--- src/rtl/delay_line.sv ---
// delay_line: programmable-latency delay line built on a circular buffer.
//
// Each enabled edge writes one sample into the buffer and registers the
// sample that was written cur_delay-1 enabled edges earlier onto the output.
// The output stays at zero until enough samples have arrived since the last
// clear ("primed"). This keeps stale buffer contents hidden. The buffer
// itself is never reset.
//
// Ports
//   clk        rising-edge clock
//   rst_n      synchronous active-low reset (overrides everything else)
//   ce         clock enable; the line advances only when high
//   in_data    sample to delay (WIDTH bits)
//   in_valid   qualifier carried alongside in_data
//   delay_ld   load a clamped delay_in; also clears the line (ignores ce)
//   delay_in   requested delay (DW bits); 0 -> 1, >MAX_DELAY -> MAX_DELAY
//   flush      clear the line without changing the delay (ignores ce)
//   out_data   delayed sample, registered, 0 while not primed
//   out_valid  delayed in_valid, registered, 0 while not primed
//   primed     line holds cur_delay samples taken since the last clear
//   cur_delay  delay currently in force
module delay_line #(
  parameter int WIDTH         = 8,
  parameter int MAX_DELAY     = 16,
  parameter int DEFAULT_DELAY = 1,
  localparam int DW           = $clog2(MAX_DELAY + 1)
) (
  input  logic             clk,
  input  logic             rst_n,
  input  logic             ce,
  input  logic [WIDTH-1:0] in_data,
  input  logic             in_valid,
  input  logic             delay_ld,
  input  logic [DW-1:0]    delay_in,
  input  logic             flush,
  output logic [WIDTH-1:0] out_data,
  output logic             out_valid,
  output logic             primed,
  output logic [DW-1:0]    cur_delay
);

  localparam int PW = $clog2(MAX_DELAY);
  localparam logic [DW-1:0] MAX_D = DW'(MAX_DELAY);

  logic [WIDTH:0]   mem_q [MAX_DELAY];

  logic [PW-1:0]    wp_q, wp_d;
  logic [DW-1:0]    fill_q, fill_d;
  logic             primed_q, primed_d;
  logic [WIDTH-1:0] out_data_q, out_data_d;
  logic             out_valid_q, out_valid_d;
  logic [DW-1:0]    cur_delay_q, cur_delay_d;

  logic             clr;
  logic             wr_en;
  logic [DW-1:0]    delay_clamped;
  logic [PW-1:0]    dm1;
  logic [PW-1:0]    rd_ptr;
  logic [WIDTH:0]   rd_word;
  logic [DW-1:0]    fill_inc;

  always_comb begin
    clr           = delay_ld | flush;
    wr_en         = 1'b0;
    delay_clamped = delay_in;
    if (delay_in == '0) begin
      delay_clamped = DW'(1);
    end else if (delay_in > MAX_D) begin
      delay_clamped = MAX_D;
    end

    // Slot written cur_delay-1 enabled edges ago; the buffer length is not
    // necessarily a power of two, so wrap explicitly. Any truncation of
    // MAX_DELAY to PW bits is harmless because the true result is < MAX_DELAY.
    dm1 = PW'(cur_delay_q - DW'(1));
    if (wp_q >= dm1) begin
      rd_ptr = wp_q - dm1;
    end else begin
      rd_ptr = wp_q - dm1 + PW'(MAX_DELAY);
    end

    // With a delay of one the slot being read is the one being written now,
    // so take the input directly.
    if (cur_delay_q == DW'(1)) begin
      rd_word = {in_valid, in_data};
    end else begin
      rd_word = mem_q[rd_ptr];
    end

    fill_inc = (fill_q == MAX_D) ? MAX_D : fill_q + DW'(1);

    wp_d        = wp_q;
    fill_d      = fill_q;
    primed_d    = primed_q;
    out_data_d  = out_data_q;
    out_valid_d = out_valid_q;
    cur_delay_d = cur_delay_q;

    if (clr) begin
      fill_d      = '0;
      primed_d    = 1'b0;
      out_data_d  = '0;
      out_valid_d = 1'b0;
      if (delay_ld) begin
        cur_delay_d = delay_clamped;
      end
    end else if (ce) begin
      wr_en       = 1'b1;
      wp_d        = (wp_q == PW'(MAX_DELAY - 1)) ? '0 : wp_q + PW'(1);
      fill_d      = fill_inc;
      primed_d    = (fill_inc >= cur_delay_q);
      out_data_d  = primed_d ? rd_word[WIDTH-1:0] : '0;
      out_valid_d = primed_d & rd_word[WIDTH];
    end
  end

  always_ff @(posedge clk) begin
    if (!rst_n) begin
      wp_q        <= '0;
      fill_q      <= '0;
      primed_q    <= 1'b0;
      out_data_q  <= '0;
      out_valid_q <= 1'b0;
      cur_delay_q <= DW'(DEFAULT_DELAY);
    end else begin
      wp_q        <= wp_d;
      fill_q      <= fill_d;
      primed_q    <= primed_d;
      out_data_q  <= out_data_d;
      out_valid_q <= out_valid_d;
      cur_delay_q <= cur_delay_d;
    end
  end

  always_ff @(posedge clk) begin
    if (rst_n && wr_en) begin
      mem_q[wp_q] <= {in_valid, in_data};
    end
  end

  assign out_data  = out_data_q;
  assign out_valid = out_valid_q;
  assign primed    = primed_q;
  assign cur_delay = cur_delay_q;

endmodule

--- config.mk ---
export PLATFORM = sky130hd
export DESIGN_NAME = delay_line
export DESIGN_NICKNAME = d
export VERILOG_FILES = /design/src/rtl/delay_line.sv
export SDC_FILE = /design/constraint.sdc
export NUM_CORES = 1
export LEC_CHECK = 0
export CORE_MARGIN = 5
export CORE_UTILIZATION = 40
export CTS_CLUSTER_DIAMETER = 60
export CTS_CLUSTER_SIZE = 40
export DETAILED_ROUTE_END_ITERATION = 6
export PLACE_DENSITY = 0.56
export SLEW_MARGIN = 20
export SYNTH_ARGS = -nofsm -noshare
export SYNTH_HDL_FRONTEND = slang
export SYNTH_SLANG_ARGS = --single-unit
export TNS_END_PERCENT = 50
--- constraint.sdc ---
create_clock -name clk -period 2.8 [get_ports clk]
set_input_delay 0.42 -clock clk [delete_from_list [all_inputs] [get_ports clk]]
set_output_delay 0.42 -clock clk [all_outputs]
set_load 0.02 [all_outputs]
### Word level (Yosys, flattened, before mapping)

Memories as Yosys holds them, arrays and structs flattened.
Cells that the tools add are included.

| cells by class | value |
|---|---|
| eq/ne operators | 3 |
| bitwise logic cells | 4 |
| multiplexer cells | 10 |
| add/subtract/negate cells | 4 |
| reductions and logical operators | 5 |
| $lt $le $gt $ge | 2 |

Operator list:

| kind | count |
|---|---|
| two-way mux 5 bit | 3 |
| two-way mux 9 bit | 1 |
| two-way mux 8 bit | 1 |
| adder 5 x 1 -> 5 bit, second input constant | 1 |
| equality test 5 x 1 -> 1 bit, second input constant | 1 |
| equality test 5 bit, second input constant | 1 |
| greater-or-equal comparator 5 bit | 1 |
| > comparator 5 bit, second input constant | 1 |
| zero test 5 bit | 1 |
| adder 4 x 1 -> 4 bit, second input constant | 1 |
| equality test 4 bit, second input constant | 1 |
| two-way mux 1 bit | 4 |
| two-way mux 4 bit | 1 |
| AND reduction 2 bit | 2 |
| subtractor 4 x 1 -> 4 bit, second input constant | 1 |
| subtractor 4 bit | 1 |
| inverter 1 bit | 2 |
| OR reduction 2 bit | 1 |
| AND 1 bit | 1 |
| logical AND 1 bit | 1 |
| OR 1 bit | 1 |

| storage, ports and cells | value |
|---|---|
| output and inout port bits | 15 |
| RAM bits | 144 |
| input bits | 19 |
| memories | 1 |
| register bits after elaboration | 24 |

Memory list:

| memory | depth | bits a word | rd ports | clocked after Yosys merged registers in | write ports | line | RTL |
|---|---|---|---|---|---|---|---|
| mem_q | 16 | 9 | 1 | 0 | 1 | 45 | `logic [WIDTH:0] mem_q [MAX_DELAY];` |

### Logic depth before layout (Yosys ltp)

Gate-level depths: netlist (run 1).

| depth | value |
|---|---|
| word-level depth | 5 |
| gate-level depth with buffers | 13 |
| mapped depth without buffers | 11 |

### Worst setup path before layout (run 1)

Ideal clock, no wire load.

| path | value |
|---|---|
| path kind | register -> register |
| start | reg cur_delay_q[1] (netlist: cur_delay[1]) |
| end | reg out_data_q[3] (netlist: out_data[3]) |
| setup time | 0.117 ns |
| path slack | 0.022 ns |
| path buffers | 2 |
| arrival time | 2.662 ns |
| stages on the path, launching flop included | 13 |
| required time | 2.683 ns |
| path through | dfxtp_1 ha_1 inv_1 ha_1 inv_1 fa_1 or2_2 clkbuf_1 buf_1 o22ai_1 nor4_1 a211oi_1 a22o_1 |

| on the way | value |
|---|---|
| longest elaborated chain between the ends | 5 |

RTL lines:

| element | line | RTL |
|---|---|---|
| from (decl) | 52 | `logic [DW-1:0] cur_delay_q, cur_delay_d;` |
| from (signal assigned) | 124 | `cur_delay_q <= DW'(DEFAULT_DELAY);` |
| from (signal assigned) | 131 | `cur_delay_q <= cur_delay_d;` |
| subtractor 4 x 1 -> 4 bit | 75 | `dm1 = PW'(cur_delay_q - DW'(1));` |
| subtractor 4 bit | 77, 79 |  |
| memory (16 x 9 bit) | -- |  |
| two-way mux 9 bit | 84 | `if (cur_delay_q == DW'(1)) begin` |
| two-way mux 8 bit * | 112 | `out_data_d = primed_d ? rd_word[WIDTH-1:0] : '0;` |
| to (signal assigned) | 129 | `out_data_q <= out_data_d;` |
| to (decl) | 50 | `logic [WIDTH-1:0] out_data_q, out_data_d;` |

Mark *: on every way between the ends. The rest lies on a longest branch, timed or not.
A chain may end at the register's enable or synchronous reset.

### Worst setup path after layout (run 1)

| path | value |
|---|---|
| start | reg wp_q[1] |
| end | reg out_data_q[0] (netlist: out_data[0]) |

| on the way | value |
|---|---|
| longest elaborated chain between the ends | 4 |

RTL lines:

| element | line | RTL |
|---|---|---|
| from (decl) | 47 | `logic [PW-1:0] wp_q, wp_d;` |
| from (signal assigned) | 126 | `wp_q <= wp_d;` |
| subtractor 4 bit | 77, 79 |  |
| memory (16 x 9 bit) | -- |  |
| two-way mux 9 bit | 84 |  |
| two-way mux 8 bit | 112 |  |

Every way passes these cells.

==> results by group, run 1 <==
Status
  • Status: completed

Clocking
  • CTS Buf Count: 17
  • Clk sink count: 168
  • CTS Buffer Depth: 2
  • Clock Latency Late Sink: 0.43 ns
  • Reg clk slew, reported paths: 0.07 ns
  • CTS root buffer: clkbuf_16
  • CTS tree: built
  • Htree depth: 4

Die
  • Die Span Y: 142 um
  • Ports: 34
  • Core Footprint: 0.0172 mm2
  • Starting density of the core: 40.5%
  • Die Area: 0.0201 mm2
  • Rows: 48
  • Chip width: 142 um

Logic synthesis
  • Largest family of logic cells by synthesized area: multiplexers
  • Synth Area in Compound Gates: 6.51%
  • Cells after synthesis: 472
  • Ys flop type: edfxtp_1
  • Synth warn: 0
  • Post-synthesis adder-cell area fraction: 2.98%
  • Simple-gate area share of the yosys netlist: 6.99%
  • Sequential area share after synthesis: 69.0%
  • EDFF count, synth: 144
  • Async S/R FF share, synth: 0%
  • Mux cell area share after synthesis: 10.9%
  • Flops & latches, synth: 168
  • XOR/XNOR share of the synthesized area: 1.13%
  • Synthesized cell area: 0.00696 mm2
  • Syn nets: 507
  • Unique masters post-synth: 36
  • Mean Syn Cell Area: 14.7 um2

Critical path
  • Worst setup path endpoint: out_data[0]$_SDFFE_PP0P_
  • Worst path required time: 3.17 ns
  • Critical Path Start Type: register
  • Crit path kind: reg -> reg
  • Crit. End Element: register
  • Crit Reg-Reg Endpoint: out_data[0]$_SDFFE_PP0P_
  • Worst reg-to-reg path cell count: 11
  • R2R Path Start: wp_q[1]$_SDFFE_PN0P_
  • Data arrival, critical path: 3.08 ns
  • Worst setup path startpoint: wp_q[1]$_SDFFE_PN0P_
  • Worst-path fanout max: 8
  • Flop-to-flop setup slack: 0.09 ns

Global route
  • Global-route wire length before repair: 25.9 mm
  • Total GRT Usage: 17.5%
  • Gr ovfl total: 0
  • Largest net degree at the start of global routing: 39
  • Initial antenna violation count: 0
  • Vias in the first global route: 4294

Layout
  • Diode count: 0
  • Nets@finish: 585
  • Most frequent cells in the layout: edfxtp_1 (144), mux2i_1 (76), buf_4 (45)
  • Commonest non-fill, non-tap cell in the layout: edfxtp_1
  • Share of layout cells above drive strength 1: 17.2%
  • Area grow syn2layout: 22.2%
  • Finished Layout Cells: 788
  • Fillcell total: 1514

Placement
  • Dpl cells: 752
  • Port buffer count: 33
  • Hpwl dp: 11.5 mm
  • GP Congestion: 0.860

Timing
  • Min Tclk post-route: 2.71 ns
  • Max Clock Freq: 368 MHz
  • Max transition margin: 46.5%
  • Fin crit share: 96.9%
  • Max-slew violations: 0
  • Setup TNS: 0 ns
  • Final setup viols: 0
  • Count of final hold-check violations: 0
  • Unrepaired setup endpoints after global routing: true
  • Fin Clk Skew: 0.00759 ns
  • Least-Margin Pin Slew: 0.800 ns

Route
  • Initial DRC count: 351
  • Drt pass-1 iters: 7
  • # DRC: 0
  • Routed vias/inst: 5.25
  • Vias: 4136
  • Final WL: 16.8 mm
  • Post-DR wirelength/cell: 21.3 um
  • Routed Antenna Nets: 0

Power and ir drop
  • Maximum vdd drop: 0.427 mV
  • Leak: 2.91 nW
  • Power per cell area: 647 mW/mm2

Run
  • Max-cap violations: 0

Worst hold path
  • Hold Crit Start: primed$_SDFFE_PP0P_
  • Hold Crit Class: reg -> reg
-- report_power, final --
part | switching [W] | leakage (nW) | internal [W]
clock | 0.000982 | 0.254 | 0.00123
combinational | 0.000315 | 1.17 | 0.000238
sequential | 0.0000100 | 1.49 | 0.00272
-- area by class of cell --
class	instances	area [um2]	area share, %
inverters	13	48.8	0.574
well taps	225	282	3.31
flip-flops and latches	168	4800	56.5
multi-input cells	269	2090	24.6
clock buffers	19	433	5.09
clock inverters	13	121	1.43
repair buffers	81	728	8.56
-- worst min-delay path by stage --
stage	endpoint	slack, ns	cells after the start
CTS	primed$_SDFFE_PP0P_	0.49	2
floorplan	fill_q[4]$_SDFFE_PP0P_	0.51	2
global route	primed$_SDFFE_PP0P_	0.53	2
detailed placement	primed$_SDFFE_PP0P_	0.48	2
global placement	primed$_SDFFE_PP0P_	0.47	2
finish	primed$_SDFFE_PP0P_	0.50	2
-- synthesized netlist by cell type, drive strengths merged, types with 4 or more instances --
cell / n / share of area [%]
buf: 14 / 1.2
mux2i: 76 / 11
nor3: 5 / 0.36
a211oi: 8 / 0.86
nor4: 7 / 0.63
o22ai: 36 / 3.2
nor2b: 5 / 0.45
nor2: 41 / 2.2
clkbuf: 9 / 0.49
a22o: 6 / 0.75
nand2: 11 / 0.59
or4: 4 / 0.43
inv: 13 / 0.70
o21ai: 6 / 0.43
edfxtp: 144 / 62
nand2b: 5 / 0.45
xnor2: 6 / 0.75
a21oi: 8 / 0.58
and2: 6 / 0.54
dfxtp: 24 / 6.9
ha: 15 / 2.7
-- cells by family after synthesis --
kind of cell	count (synthesis)
AO/OA/AOI/OAI	69
XOR/XNOR	9
adder cells (fa/ha/maj)	16
buffers and inverters	36
flip-flops	168
multiplexers	76
AND/OR/NAND/NOR	98
-- what timing repair did --
item | 4_1_cts | 5_1_grt
hold buffers | 0 | 0
cloned | 0 | 1
gates resized for setup | 3 | 15
setup buffers | 0 | 3
pin swaps | 0 | 2
endpoints found under the setup margin | 4 | 9
-- registers in the layout, summed over array words and instances, names as in the netlist --
signal and cells:
fill_q 5, primed 1, out_data 8, cur_delay 5, wp_q 4, mem_q 144, out_valid 1
-- stage by stage --
step                      hold slack, ns  setup WS, ns  util [%]  power (W)  area, um2
after detailed placement           0.482       -0.0397      45.6    0.00331       7840
after global routing               0.525       -0.0199      49.5    0.00569       8510
final                              0.497        0.0857      49.5    0.00550       8510
after CTS                          0.494        0.0307      49.0    0.00550       8410
after floorplan                    0.512        0.0216         -    0.00309       6960
after global placement             0.475       -0.0397      45.6    0.00330       7840
-- layer usage --
| layer | vias up | track usage, % | part of all wire [%] |
|---|---|---|---|
| li1 | 1973 | - | - |
| met1 | 2001 | 24.3 | 44 |
| met2 | 129 | 27.0 | 46 |
| met3 | 33 | 4.18 | 7.0 |
| met4 | 0 | 6.31 | 2.7 |
| met5 | - | 0 | 0 |
-- critical path, cell delays in order, from the launching register on --
cell and delay [ns]:
dfxtp_1 0.34, inv_1 0.06, ha_1 0.27, inv_1 0.05
ha_1 0.13, inv_1 0.05, fa_2 0.52, or2_2 0.44
o22ai_2 0.34, nor4_2 0.08, a211oi_2 0.21, a22o_1 0.16
(Power assumes the default switching activity.)
==> run 2: changes to the inputs <==
CORE_UTILIZATION = 54   (was 40)
PLACE_DENSITY = 0.73   (was 0.56)
TNS_END_PERCENT = 5   (was 50)
==> run 2 against run 1 <==
Against the previous run:
- design area fell by 1.8%
- critical path type unchanged
- critical path depth did not move
- fmax rose by 2.8%
- clock skew barely moved
- global-route usage rose by 4.4 points
- register-to-register slack improved by 0.07 ns
- non-clock buffer count did not move
- critical endpoint is now out_data[5]$_SDFFE_PP0P_
- count of clock-buffer cells in the layout rose by 1
==> results by group, run 2 (synthesis gave the netlist of run 1 again) <==
Status
  • Status: completed (unchanged)

Clocking
  • Htree depth: 4 (unchanged)
  • Cts hold-fix bufs: 0 (unchanged)
  • CTS Buffer Depth: 2 (unchanged)
  • CTS tree: built (unchanged)
  • Reg clk slew, reported paths: 0.06 ns (was 0.07 ns)
  • CTS root buffer: clkbuf_16 (unchanged)
  • Clk sink count: 168 (unchanged)
  • Clock Latency Late Sink: 0.42 ns (was 0.43 ns)
  • CTS Buf Count: 17 (unchanged)

Global route
  • Initial antenna violation count: 0 (unchanged)
  • Largest net degree at the start of global routing: 32 (was 39)
  • Global-route wire length before repair: 23.9 mm (was 25.9 mm)
  • Total GRT Usage: 21.9% (was 17.5%)
  • Gr ovfl total: 0 (unchanged)
  • Vias in the first global route: 4228 (was 4294)

Die
  • Rows: 41 (was 48)
  • Die Span Y: 124 um (was 142 um)
  • Chip width: 124 um (was 142 um)
  • Ports: 34 (unchanged)
  • Core Footprint: 0.0126 mm2 (was 0.0172 mm2)
  • Die Area: 0.0153 mm2 (was 0.0201 mm2)
  • Starting density of the core: 55.2% (was 40.5%)

Timing
  • Max transition margin: 50.0% (was 46.5%)
  • Final setup viols: 0 (unchanged)
  • Least-Margin Pin Slew: 0.747 ns (was 0.800 ns)
  • Fin crit share: 94.3% (was 96.9%)
  • Min Tclk post-route: 2.64 ns (was 2.71 ns)
  • Unrepaired setup endpoints after global routing: false (was true)
  • Fin worst setup slack: 0.160 ns (was 0.0857 ns)
  • Fin Clk Skew: 0.00766 ns (was 0.00759 ns)
  • Max Clock Freq: 379 MHz (was 368 MHz)
  • Max-slew violations: 0 (unchanged)
  • Count of final hold-check violations: 0 (unchanged)
  • Setup TNS: 0 ns (unchanged)

Critical path
  • Crit. End Element: register (unchanged)
  • Crit-path cells: inv_1 > ha_1 > inv_1 > ha_1 > inv_1 > fa_1 > xor2_1 > xnor2_1 > buf_4 > or4_1 > a32o_1 (was inv_1 > ha_1 > inv_1 > ha_1 > inv_1 > fa_2 > or2_2 > o22ai_2 > nor4_2 > a211oi_2 > a22o_1)
  • Most frequent CP cell: inv_1 (unchanged)
  • Worst path required time: 3.12 ns (was 3.17 ns)
  • Family with the most delay on the worst path: adder cells (unchanged)
  • Critical Path Start Type: register (unchanged)
  • Data arrival, critical path: 2.96 ns (was 3.08 ns)
  • CP max stage delay: 0.53 ns (was 0.52 ns)
  • Slowest cell on the critical path: or4_1 (was fa_2)
  • CP bufs+invs: 4 (was 3)
  • Worst-path fanout max: 10 (was 8)
  • Crit path kind: reg -> reg (unchanged)

Run
  • Max-cap violations: 0 (unchanged)

Worst hold path
  • Hold Crit Class: reg -> reg (unchanged)

Placement
  • Placed cell area: 0.00774 mm2 (was 0.00784 mm2)
  • Post-Place Setup Slack: 0.0457 ns (was -0.0397 ns)
  • GP Congestion: 0.868 (was 0.860)
  • Hpwl dp: 10.3 mm (was 11.5 mm)
  • Port buffer count: 33 (unchanged)

Layout
  • Commonest non-fill, non-tap cell in the layout: edfxtp_1 (unchanged)
  • Final instance area: 0.00835 mm2 (was 0.00851 mm2)
  • Diode count: 0 (unchanged)
  • Share of layout cells above drive strength 1: 15.5% (was 17.2%)
  • Largest Register: mem_q (unchanged)
  • Area grow syn2layout: 20.0% (was 22.2%)
  • Max FFs per register: 144 (unchanged)
  • Most frequent cells in the layout: edfxtp_1 (144), mux2i_1 (76), buf_4 (47) (was edfxtp_1 (144), mux2i_1 (76), buf_4 (45))
  • Nets@finish: 584 (was 585)

Route
  • Drt pass-1 iters: 5 (was 7)
  • # DRC: 0 (unchanged)
  • Initial DRC count: 472 (was 351)
  • Vias: 4236 (was 4136)
  • Post-DR wirelength/cell: 20.8 um (was 21.3 um)
  • Final WL: 15.3 mm (was 16.8 mm)
  • Routed Antenna Nets: 0 (unchanged)
  • Routed vias/inst: 5.77 (was 5.25)

Power and ir drop
  • Maximum vdd drop: 0.735 mV (was 0.427 mV)
  • Leak: 2.89 nW (was 2.91 nW)
  • Power per cell area: 644 mW/mm2 (was 647 mW/mm2)
[run 2: cell count changes in the layout (fill, tap and decap cells not counted), sizes merged]
cell / change
clkbuf: +1
clkinv: +2
inv: -3
or2: -1
[run 2: worst register-to-register path: cells and delay by family, from the launching register on]
kind | cells | cell delay [ns]
adder cells (fa/ha/maj) | 3 | 0.82
flip-flops | 1 | 0.32
AO/OA/AOI/OAI | 1 | 0.25
buffers and inverters | 4 | 0.34
AND/OR/NAND/NOR | 1 | 0.53
XOR/XNOR | 2 | 0.28
[run 2: final timing paths]
kind,from,end,slack [ns],cells after the start
worst max-delay path,wp_q[1]$_SDFFE_PN0P_,out_data[5]$_SDFFE_PP0P_,0.16,11
worst min-delay path,primed$_SDFFE_PP0P_,primed$_SDFFE_PP0P_,0.50,2
worst max register to register,wp_q[1]$_SDFFE_PN0P_,out_data[5]$_SDFFE_PP0P_,0.16,11
worst min register to register,primed$_SDFFE_PP0P_,primed$_SDFFE_PP0P_,0.50,2
[run 2: metal layers]
| metal | part of all wire (%) | up-vias | track usage (%) |
|---|---|---|---|
| met4 | 2.6 | 0 | 8.51 |
| met5 | 0 | - | 0 |
| met2 | 49 | 182 | 35.9 |
| li1 | - | 1966 | - |
| met1 | 41 | 2055 | 28.1 |
| met3 | 7.4 | 33 | 5.49 |
[run 2: where the power goes]
part,internal [W],switching (W)
combinational,0.000223,0.000285
clock,0.00121,0.000917
sequential,0.00272,0.0000107
total,0.00416,0.00121
[run 2: final cells by class]
class	count	area (um2)
fill	925	4270
multi-input combinational	268	2040
clock inverter	12	103
clock buffer	20	437
timing repair buffer	81	703
sequential	168	4810
inverter	13	48.8
tap	172	215
[run 2: what timing repair did]
item,in CTS,in global routing
setup buffers,0,4
setup endpoints to repair,0,9
resized for setup,0,11
[run 2: through the flow]
stage               cells  utilization (%)  hold WS (ns)  power [W]
floorplan             472                -         0.512    0.00309
global placement      698             61.3         0.473    0.00326
detailed placement    698             61.3         0.488    0.00328
CTS                   730             65.6         0.503    0.00538
global route          734             66.2         0.514    0.00556
finish                734             66.2         0.504    0.00537
